`src/rtl/cu_pkg.sv`:
```
// Shared definitions for the compute-unit register-file write-back slice.
//   DATA_WIDTH / ADDRESS_WIDTH / CNT_WIDTH : default widths
//   pipe_entry_t                           : one address-pipeline stage {v, addr}
//   HZCNT_MAX                              : saturation value of the hazard counter
package cu_pkg;

    localparam int unsigned DATA_WIDTH    = 16;
    localparam int unsigned ADDRESS_WIDTH = 4;
    localparam int unsigned CNT_WIDTH     = 16;

    typedef struct packed {
        logic                     v;
        logic [ADDRESS_WIDTH-1:0] addr;
    } pipe_entry_t;

    localparam logic [CNT_WIDTH-1:0] HZCNT_MAX = '1;

endpackage

```
`src/rtl/cu_rf_pipe.sv`:
```
// Two-stage pending write-back address pipeline (execute -> writeback).
//   clk_dcd   : core clock
//   rst       : synchronous active-high reset, clears both stages to invalid / addr 0
//   stall     : holds both stages when set
//   dec_entry : decode-stage {wreq, wadd} entering EX
//   ex_entry  : execute-stage entry
//   wb_entry  : writeback-stage entry
module cu_rf_pipe
    import cu_pkg::*;
(
    input  logic        clk_dcd,
    input  logic        rst,
    input  logic        stall,
    input  pipe_entry_t dec_entry,
    output pipe_entry_t ex_entry,
    output pipe_entry_t wb_entry
);

    // Advance on every non-stalled edge, freeze otherwise.
    always_ff @(posedge clk_dcd) begin
        if (rst) begin
            ex_entry <= '0;
            wb_entry <= '0;
        end else if (!stall) begin
            wb_entry <= ex_entry;
            ex_entry <= dec_entry;
        end
    end

endmodule

```
`src/rtl/cu_regfile_wb.sv`:
```
// Register-file end of the compute-unit crossbar interface.
//   clk_dcd       : core clock
//   rst           : synchronous active-high reset
//   ps_rf_stall   : sequencer stall, freezes pipeline and blocks writes
//   ps_rf_wreq    : decode-stage instruction writes a register
//   ps_rf_wadd    : decode-stage destination address
//   ps_rf_raddx/y : read addresses for the two operand ports
//   xb_rf_w_En    : crossbar write enable
//   xb_rf_dt      : crossbar write data
//   rf_xb_dtx/y   : read data (combinational, no bypass)
//   rf_ps_wadd_wb : writeback-stage address, used by the crossbar to forward
//   rf_ps_hazard  : read hits a pending execute-stage write (combinational)
//   rf_ps_wr_err  : sticky protocol-error flag
//   rf_ps_hzcnt   : saturating count of hazard cycles
module cu_regfile_wb #(
    parameter int unsigned DATA_WIDTH    = cu_pkg::DATA_WIDTH,
    parameter int unsigned ADDRESS_WIDTH = cu_pkg::ADDRESS_WIDTH,
    parameter int unsigned CNT_WIDTH     = cu_pkg::CNT_WIDTH
) (
    input  logic                     clk_dcd,
    input  logic                     rst,
    input  logic                     ps_rf_stall,
    input  logic                     ps_rf_wreq,
    input  logic [ADDRESS_WIDTH-1:0] ps_rf_wadd,
    input  logic [ADDRESS_WIDTH-1:0] ps_rf_raddx,
    input  logic [ADDRESS_WIDTH-1:0] ps_rf_raddy,
    input  logic                     xb_rf_w_En,
    input  logic [DATA_WIDTH-1:0]    xb_rf_dt,
    output logic [DATA_WIDTH-1:0]    rf_xb_dtx,
    output logic [DATA_WIDTH-1:0]    rf_xb_dty,
    output logic [ADDRESS_WIDTH-1:0] rf_ps_wadd_wb,
    output logic                     rf_ps_hazard,
    output logic                     rf_ps_wr_err,
    output logic [CNT_WIDTH-1:0]     rf_ps_hzcnt
);

    import cu_pkg::*;

    localparam int unsigned DEPTH   = 2 ** ADDRESS_WIDTH;
    localparam int unsigned PIPE_AW = $bits(pipe_entry_t) - 1;
    localparam logic [CNT_WIDTH-1:0] CNT_MAX = '1;

    logic [DATA_WIDTH-1:0]    regs [DEPTH];
    pipe_entry_t              dec_entry;
    pipe_entry_t              ex_entry;
    pipe_entry_t              wb_entry;
    logic [ADDRESS_WIDTH-1:0] ex_addr;
    logic [ADDRESS_WIDTH-1:0] wb_addr;
    logic                     commit;
    logic                     proto_err;

    cu_rf_pipe u_pipe (
        .clk_dcd   (clk_dcd),
        .rst       (rst),
        .stall     (ps_rf_stall),
        .dec_entry (dec_entry),
        .ex_entry  (ex_entry),
        .wb_entry  (wb_entry)
    );

    // Stage decode and commit / error qualification.
    always_comb begin
        dec_entry      = '0;
        dec_entry.v    = ps_rf_wreq;
        dec_entry.addr = PIPE_AW'(ps_rf_wadd);
        ex_addr        = ADDRESS_WIDTH'(ex_entry.addr);
        wb_addr        = ADDRESS_WIDTH'(wb_entry.addr);
        commit         = wb_entry.v & xb_rf_w_En & ~ps_rf_stall;
        // Enable without a pending write, or a pending write with no enable.
        proto_err      = ~ps_rf_stall & (wb_entry.v ^ xb_rf_w_En);
    end

    // Read ports and hazard: WB-stage matches are forwarded by the crossbar.
    always_comb begin
        rf_xb_dtx     = regs[ps_rf_raddx];
        rf_xb_dty     = regs[ps_rf_raddy];
        rf_ps_wadd_wb = wb_addr;
        rf_ps_hazard  = ex_entry.v & ((ps_rf_raddx == ex_addr) | (ps_rf_raddy == ex_addr));
    end

    // Register array.
    always_ff @(posedge clk_dcd) begin
        if (rst) begin
            for (int i = 0; i < int'(DEPTH); i++) begin
                regs[i] <= '0;
            end
        end else if (commit) begin
            regs[wb_addr] <= xb_rf_dt;
        end
    end

    // Sticky error flag and saturating hazard counter.
    always_ff @(posedge clk_dcd) begin
        if (rst) begin
            rf_ps_wr_err <= 1'b0;
            rf_ps_hzcnt  <= '0;
        end else begin
            if (proto_err) begin
                rf_ps_wr_err <= 1'b1;
            end
            if (rf_ps_hazard && (rf_ps_hzcnt != CNT_MAX)) begin
                rf_ps_hzcnt <= rf_ps_hzcnt + CNT_WIDTH'(1);
            end
        end
    end

endmodule

```
`config.mk`:
```
export PLATFORM = sky130hd
export DESIGN_NAME = cu_regfile_wb
export DESIGN_NICKNAME = d
export VERILOG_FILES = /design/src/rtl/cu_pkg.sv /design/src/rtl/cu_rf_pipe.sv /design/src/rtl/cu_regfile_wb.sv
export SDC_FILE = /design/constraint.sdc
export NUM_CORES = 1
export LEC_CHECK = 0
export ABC_CLOCK_PERIOD_IN_PS = 2300
export BUFFER_PORTS_ARGS = -buffer_cell sky130_fd_sc_hd__buf_4
export CORE_MARGIN = 4
export CORE_UTILIZATION = 45
export DETAILED_ROUTE_END_ITERATION = 8
export GPL_ROUTABILITY_DRIVEN = 0
export PLACE_DENSITY = 0.64
export SLEW_MARGIN = 30
export SYNTH_ARGS = -nofsm -noshare
export SYNTH_HDL_FRONTEND = slang
export SYNTH_SLANG_ARGS = --single-unit
```
`constraint.sdc`:
```
create_clock -name clk_dcd -period 2.3 [get_ports clk_dcd]
set_input_delay 0.46 -clock clk_dcd [delete_from_list [all_inputs] [get_ports clk_dcd]]
set_output_delay 0.46 -clock clk_dcd [all_outputs]
set_load 0.05 [all_outputs]
```
### Word level (Yosys, flattened, before mapping)

Memories as Yosys holds them, arrays and structs flattened.
Index checks and enable logic that the tools add are counted.

* flip-flop bits (word level): 27
* memory bits (writable): 256
* output and inout port bits: 54
* memories kept: 1

Memory list
* regs: words 16, width 16, rd ports 2, clocked after Yosys merged registers in 0, wr ports 16, RTL line cu_regfile_wb.sv:43 `logic [DATA_WIDTH-1:0] regs [DEPTH];`

* add/subtract/negate cells: 1
* eq/ne operators: 3
* muxes and demuxes: 8
* bitwise gates (word level): 7
* reductions and logical operators: 2

Operators by type and width (count)
* 16-bit by 1-bit adder with 16-bit output (second input constant): 1
* 16-bit two-way mux: 1
* 16-bit != test (second input constant): 1
* 16-bit OR reduction: 1
* 4-bit == test: 2
* 1-bit two-way mux: 6
* 1-bit AND: 4
* 4-bit two-way mux: 1
* 1-bit logical AND: 1
* 1-bit inverter: 1
* 1-bit OR: 1
* 1-bit bitwise XOR: 1

### Longest topological paths before layout

Gate-level depths: netlist of the first run.

* word-level depth: 7
* depth in mapped cells: 8
* mapped depth without buffers: 6

### Hierarchy

From an unflattened synthesis of the first run, not the netlist that was laid out.

* cells, all modules: 936
* area, all modules: 14759.2 µm²

By module, submodules not included
* cu_regfile_wb: times used 1, cells each 904, area each 14406.3 µm², sequential area each 8027.7 µm²
* cu_rf_pipe: times used 1, cells each 32, area each 352.8 µm², sequential area each 200.2 µm²

### Worst setup path before layout of the first run

Ideal clock, no wire load.

* path kind: input to output
* start: input ps_rf_raddx[1]
* end: output rf_xb_dtx[0]
* arrival time: 2175 ps
* slack: -335 ps
* stages on the path: 4
* path buffers: 2
* cell sequence: clkbuf_1 clkbuf_1 mux4_2 mux4_1

* cells in the longest elaborated chain, start to end: 1

Ends and longest elaborated chain
* start, declared: RTL line cu_regfile_wb.sv:25 `input logic [ADDRESS_WIDTH-1:0] ps_rf_raddx,`
* memory 16 x 16 bit
* end, declared: RTL line cu_regfile_wb.sv:29 `output logic [DATA_WIDTH-1:0] rf_xb_dtx,`

Every way passes these cells.

==> impl_results.md, run 1 <==
- Total GRT Usage: around a quarter
- Area delta synth->final: 21.2%
- Worst-skew pair later-pin latency: 0.56 ns
- Placed Cells: between 1000 and 1500
- Htree depth: 1
- Drt total wl: 42.4 mm
- Worst Setup Slack, final: -0.391 ns
- Status: finished with violations
- Worst-path cell chain: mux4_2, mux4_2, buf_6
- Port Buf Inserts: 86
- Worst path slowest cell: mux4_2
- Slew headroom: a little over half
- Crit-path leading delay family: multiplexers
- Share of layout cells above drive strength 1: 38.6%
- Fin cells: 1529
- Synth cell types: between 40 and 50
- Crit Path Category: reg -> out
- R2R Setup Slk: about 0.1 ns
- Final Hold Vio Count: 0
- First-pass GRT wire length: approximately 63 mm
- Slew Limit Fails: 0
- Row count: 66
- # clock sinks: ~280
- Commonest non-fill, non-tap cell in the layout: and2_1
- Mapped cell area: between 10000 and 15000 sq um
- CTS buffer count: 31
- Most frequent cells in the layout: and2_1 (257), edfxtp_1 (256), mux4_2 (160), buf_4 (108)
- Hold_sp: ps_rf_wadd[3]
- Syn_area_per_cell: between 15 and 20 sq um
- Minimum clock period: between 2 and 3 ns
- Grt total ovfl: 0
- CTS Buffer Depth: 3
- Worst Tran Pin Value: between 0.6 and 0.7 ns
- Worst EP arrival: 2.23 ns
- DR vias/cell: roughly 6.0
- Ys flop type: edfxtp_1
- CP bufs+invs: 1
- Top cells by area, synth: edfxtp_1 (52%), mux4_2 (24%), and2_1 (11%)
- #FFs+latches synth: 283
- FILL cells: between 2000 and 3000
- Max-cap viol count: 0
- TritonCTS clock tree: built
- CTS Root Buffer Type: clkbuf_16
- Synth warn: 0
- Post-synth top area share: 51.8%
- Initial antenna violation count: 4
- Mapped Nets: ~980
- Via total after detailed routing: 9145
- Fmax achieved: 372 MHz
- First-pass DRT Iterations: 5
- P_leak: about 0.0066 uW
- DIE HEIGHT: between 150 and 200 um
- CP most frequent cell: mux4_2
- Peak supply drop: between 600 and 700 uV
- Ports: 87
- Crit Path Max Fanout: 2
- Worst-path clk slew: 0.07 ns
- Antenna diodes: 0
- Post-synth EDFFs: 256
- Failing checks: negative setup slack
- DP Wirelength: around 27 mm
- Worst Path Required: around 1.8 ns
- Number of global-route vias before repair: between 9000 and 10000
- Final antenna-violating net count: 0
- Register area share after synthesis: a little under three fifths
- Largest stage delay, worst path: approximately 0.54 ns
- Clock Skew: roughly 0.0095 ns
- Syn Inst Count: roughly 940
- Startpoint Class: flip-flop
- Drt wl/cell: ~28 um
- Die Area: 36000 sq um
- Reg2reg end: rf_ps_hzcnt[6]
- Post-synth ARST share: 0%
- PD cells: 721 nW/um^2
- DRT iter0 DRCs: 883
- Final net count: roughly 1100
- Setup Viol. Count Final: 33
- Area post-placement: ~17000 sq um
- Reg2Reg Launch Point: u_pipe.ex_entry[1]
- Final instance area: 18000 sq um
- Initial core utilization: between 40% and 50%
- Largest net degree at the start of global routing: approximately 50
- Hold Path Sink: u_pipe.ex_entry[3]
- Crit end category: primary output
- Unrepaired setup endpoints after global routing: true
- DRC violations left: 0
- Synth area leader: edfxtp_1
- Reg2Reg Depth: 9
- Die width: roughly 190 um
- Core area: between 30000 and 40000 sq um
- Hold path depth: 3
- Period utilisation layout: 117%
- Type of the worst min-delay path: in -> reg
==> repair_timing <==
action,CTS,global route
pin swaps,5,7
gates cloned,1,0
resized for setup,47,6
endpoints found under the setup margin,33,33
endpoints found under the hold margin,0,0
hold buffers,0,0
buffers inserted,7,2
==> sequential cells by signal, indices dropped and copies added, names as in the netlist <==
register         cells
regs               256
rf_ps_hzcnt         16
u_pipe.wb_entry      5
rf_ps_wr_err         1
u_pipe.ex_entry      5
==> tightest hold or removal path: stages <==
cell,delay [ns]
buf_4,0.08
mux2i_1,0.05
nor2_1,0.07
==> cells by family (layout without fill, tap and decap cells) <==
kind of cell | count (synthesis) | count (layout) | share of synthesized area, %
multiplexers | 172 | 172 | 25.2
adder cells (fa/ha/maj) | 2 | 2 | 0.169
AO/OA/AOI/OAI | 29 | 29 | 1.21
XOR/XNOR | 8 | 8 | 0.523
flip-flops | 283 | 283 | 55.4
buffers and inverters | 86 | 231 | 2.61
AND/OR/NAND/NOR | 362 | 362 | 14.9
==> cell usage after synthesis (3+ instances only) <==
library cell	number
and2_1	257
edfxtp_1	256
mux4_2	156
clkbuf_1	54
nor2_1	28
dfxtp_1	27
or2_2	17
buf_2	16
nand2_1	15
a21oi_1	12
or4_1	11
mux2i_1	10
o31ai_1	8
xor2_1	7
buf_4	6
nor2b_1	6
nor3_1	6
inv_1	5
nand4_1	5
mux4_1	4
o21ai_0	4
or3_1	4
buf_6	3
nand3_1	3
==> how the worst max path moves through the flow <==
stage	to	from	cells after the start	slack, ns
3_3_place_gp	rf_xb_dtx[2]	ps_rf_raddx[0]	6	-0.33
5_1_grt	rf_xb_dty[8]	regs[11][8]	3	-0.41
3_5_place_dp	rf_xb_dty[15]	ps_rf_raddy[0]	5	-0.35
6_report	rf_xb_dty[8]	regs[11][8]	3	-0.39
2_1_floorplan	rf_xb_dtx[0]	ps_rf_raddx[0]	4	-0.02
4_1_cts	rf_xb_dty[8]	regs[11][8]	3	-0.38
==> area by class of cell <==
cell class / instances / area [sq um] / share of cell area [%]
multi-input cells: 573 / 6300 / 35.0
well taps: 442 / 553 / 3.07
clock inverters: 20 / 265 / 1.47
flip-flops and latches: 283 / 8240 / 45.8
repair buffers: 169 / 1750 / 9.70
inverters: 5 / 21.3 / 0.118
clock buffers: 37 / 871 / 4.84
==> where the power goes <==
group / internal (uW) / switching, uW
clock network: 3370 / 2110
logic: 736 / 903
registers: 5750 / 96.4
total: 9860 / 3110
==> layer usage <==
layer / part of all wire (%) / up-vias / track usage, % / wire length (um)
met3: 7.1 / 65 / 3.47 / 3020
met4: 2.5 / 0 / 6.57 / 1050
met2: 51 / 401 / 40.8 / 21600
li1: - / 3890 / - / -
met1: 39 / 4789 / 32.6 / 16700
met5: 0 / - / 0 / 0
==> metrics by stage <==
step | power [uW] | setup slack [ns] | utilization, % | setup TNS, ns | hold slack, ns
after CTS | 13000 | -0.385 | 55.2 | -10.59 | 0.118
final | 13000 | -0.391 | 55.3 | -10.03 | 0.130
after global routing | 13300 | -0.411 | 55.3 | -11.33 | 0.127
after floorplan | 6960 | -0.0202 | - | -0.648 | 0.468
after detailed placement | 7520 | -0.355 | 50.9 | -11.42 | 0.465
after global placement | 7500 | -0.334 | 50.9 | -11.25 | 0.456
Power figures use the tool's default switching activity.
==> inputs of run 2 (changes only) <==
--- a/config.mk
+++ b/config.mk
@@ -5,6 +5,7 @@
 export SDC_FILE = /design/constraint.sdc
 export NUM_CORES = 1
 export LEC_CHECK = 0
+export ABC_AREA = 1
 export ABC_CLOCK_PERIOD_IN_PS = 2300
 export BUFFER_PORTS_ARGS = -buffer_cell sky130_fd_sc_hd__buf_4
 export CORE_MARGIN = 4
==> impl_results.md, run 2 <==
- Ports: 87
- Drt total wl: approximately 50 mm
- Clock Skew: approximately 0.029 ns
- # clock sinks: 283
- Total Power: 12600 uW
- Final antenna-violating net count: 0
- Max-cap viol count: 0
- Crit Path Max Fanout: 2
- Mux cell area share after synthesis: 0%
- Share of layout cells above drive strength 1: between 15 and 20%
- Port Buf Inserts: 86
- Compound-cell area share of the yosys netlist: between 15 and 20%
- Worst-path clk slew: roughly 0.06 ns
- Synth Area in Adders: 0.160%
- Initial core utilization: a little under half
- Startpoint Class: flip-flop
- Fmax achieved: between 400 and 500 MHz
- Post-synth ARST share: 0%
- Syn_area_per_cell: 8.60 sq um
- Post-synth top area share: 49.2%
- Htree depth: 1
- Pre-CTS setup slack: roughly 0.015 ns
- Synth area leader: edfxtp_1
- R2R Setup Slk: around 0.45 ns
- TritonCTS clock tree: built
- CTS buffer count: 31
- PD cells: 680 nW/um^2
- Worst EP arrival: between 1.5 and 2 ns
- Post-synth EDFFs: ~260
- Peak supply drop: just under 600 uV
- DRT iter0 DRCs: roughly 1600
- Status: finished, final reports clean
- DRC violations left: 0
- Ys flop type: edfxtp_1
- Fin Hold WS: between 0.09 and 0.1 ns
- Initial antenna violation count: 0
- Via total after detailed routing: around 14000
- Count leader, synth: nor2_1
- P_leak: around 0.0076 uW
- Commonest non-fill, non-tap cell in the layout: nor2_1
- Commonest cells post-synth: nor2_1 (326), edfxtp_1 (256), nand2_1 (213)
- DP Wirelength: between 30 and 40 mm
- Unrepaired setup endpoints after global routing: true
- Type of the worst min-delay path: in -> reg
- Drt wl/cell: 21.1 um
- Most flops, register: regs
- Core area: 34400 sq um
- Crit Path Category: reg -> out
- Final Hold Vio Count: 0
- Largest net degree at the start of global routing: slightly below 60
- Synth warn: 0
- Slew Limit Fails: 0
- DIE HEIGHT: 194 um
- Synth Area in XOR/XNOR: 0.224%
- Worst-skew pair later-pin latency: slightly below 0.6 ns
- DR vias/cell: between 5 and 6
- Mapped Nets: ~1900
- Largest registers: regs: 256 flops, rf_ps_hzcnt: 16 flops
- Final instance area: between 15000 and 20000 sq um
- Area delta synth->final: 18.4%
- First-pass DRT Iterations: 6
- Final net count: between 1500 and 2000
- Crit end category: primary output
- Row count: between 60 and 70
- Most frequent cells in the layout: nor2_1 (326), edfxtp_1 (256), nand2_1 (205), o21ai_0 (165), inv_1 (159)
- Setup Viol. Count Final: 0
- Syn Inst Count: 1818
- Top cells by area, synth: edfxtp_1 (49%), nor2_1 (7.8%), o21ai_0 (6.5%)
- Register area share after synthesis: a little over half
- CTS Root Buffer Type: clkbuf_16
- #FFs+latches synth: about 280
- Worst Setup Slack, final: about 0.013 ns
- CTS Buffer Depth: 3
- Total GRT Usage: 25.1%
- First-pass GRT wire length: 74.9 mm
- Max FFs per register: approximately 260
- Util after Layout: between 50% and 60%
- Synth Area in Simple Gates: 20.9%
- Synth cell types: 29
- Die width: around 190 um
- Number of global-route vias before repair: about 13000
- Slew headroom: a little under three fifths
- FILL cells: 3152
- Minimum clock period: 2.29 ns
- Worst Tran Pin Value: 0.674 ns
- Mapped cell area: between 15000 and 20000 sq um
- Grt total ovfl: 0
- Period utilisation layout: 99.4%
- Area post-placement: roughly 17000 sq um
- Die Area: 37800 sq um
- Largest family of logic cells by synthesized area: simple AND/OR/NAND/NOR gates
- Antenna diodes: 0
- Worst Path Required: 1.84 ns
==> run 2: power by group <==
group / switching, uW / total, uW / internal (uW)
Sequential: 91.7 / 5860 / 5770
Clock: 2080 / 4760 / 2680
Combinational: 1320 / 1960 / 641
==> run 2: cell type report <==
class	count	area [sq um]	share of cell area (%)
clock buffers	37	798	4.31
clock inverters	19	149	0.804
inverters	173	651	3.51
multi-input cells	1214	6080	32.9
flip-flops and latches	283	8230	44.5
well taps	455	569	3.07
repair buffers	193	2030	11.0
==> run 2: cell families (layout without fill, tap and decap cells) <==
| group | after synthesis | after routing |
|---|---|---|
| and+or+nand+nor | 739 | 739 |
| AOI/OAI and AO/OA | 469 | 469 |
| buffers and inverters | 321 | 422 |
| DFF | 283 | 283 |
| xor gates and xnor gates | 4 | 4 |
| adders and majority gates | 2 | 2 |
==> run 2: routing by layer <==
layer	GRT usage [%]	wire, um	vias to the layer above
met3	3.05	4610	133
met2	40.0	23300	769
met1	35.1	20300	6688
li1	-	-	6395
met5	0	0	-
met4	10.0	1890	0
==> run 2: path summary, 6_finish.rpt <==
path,cells past startpoint,start,to
worst max-delay path,5,regs[9][8],rf_xb_dty[8]
worst min-delay path,2,rst,rf_ps_hzcnt[4]
worst max register to register,7,u_pipe.wb_entry[4],regs[7][9]
worst min register to register,2,rf_ps_wr_err,rf_ps_wr_err
==> run 2: timing repair <==
item | 4_1_cts | 5_1_grt
gates cloned | 0 | 2
hold buffers | 0 | 0
setup buffers | 0 | 1
pin swaps | 17 | 33
setup endpoints to repair | 12 | 26
resized for setup | 22 | 81
==> run 2: stage by stage <==
| stage | std cells | TNS [ns] |
|---|---|---|
| finish | 2374 | 0 |
| global route | 2374 | -0.296 |
| CTS | 2371 | -0.0193 |
| detailed placement | 2315 | 0 |
| global placement | 2315 | 0 |
| floorplan | 1818 | 0 |
==> run 2: critical path, cell delays in order, from the launching register on <==
cell	delay, ns
edfxtp_1	0.42
o21ai_1	0.13
o21ai_0	0.08
o211ai_1	0.30
nand2_1	0.13
buf_6	0.18
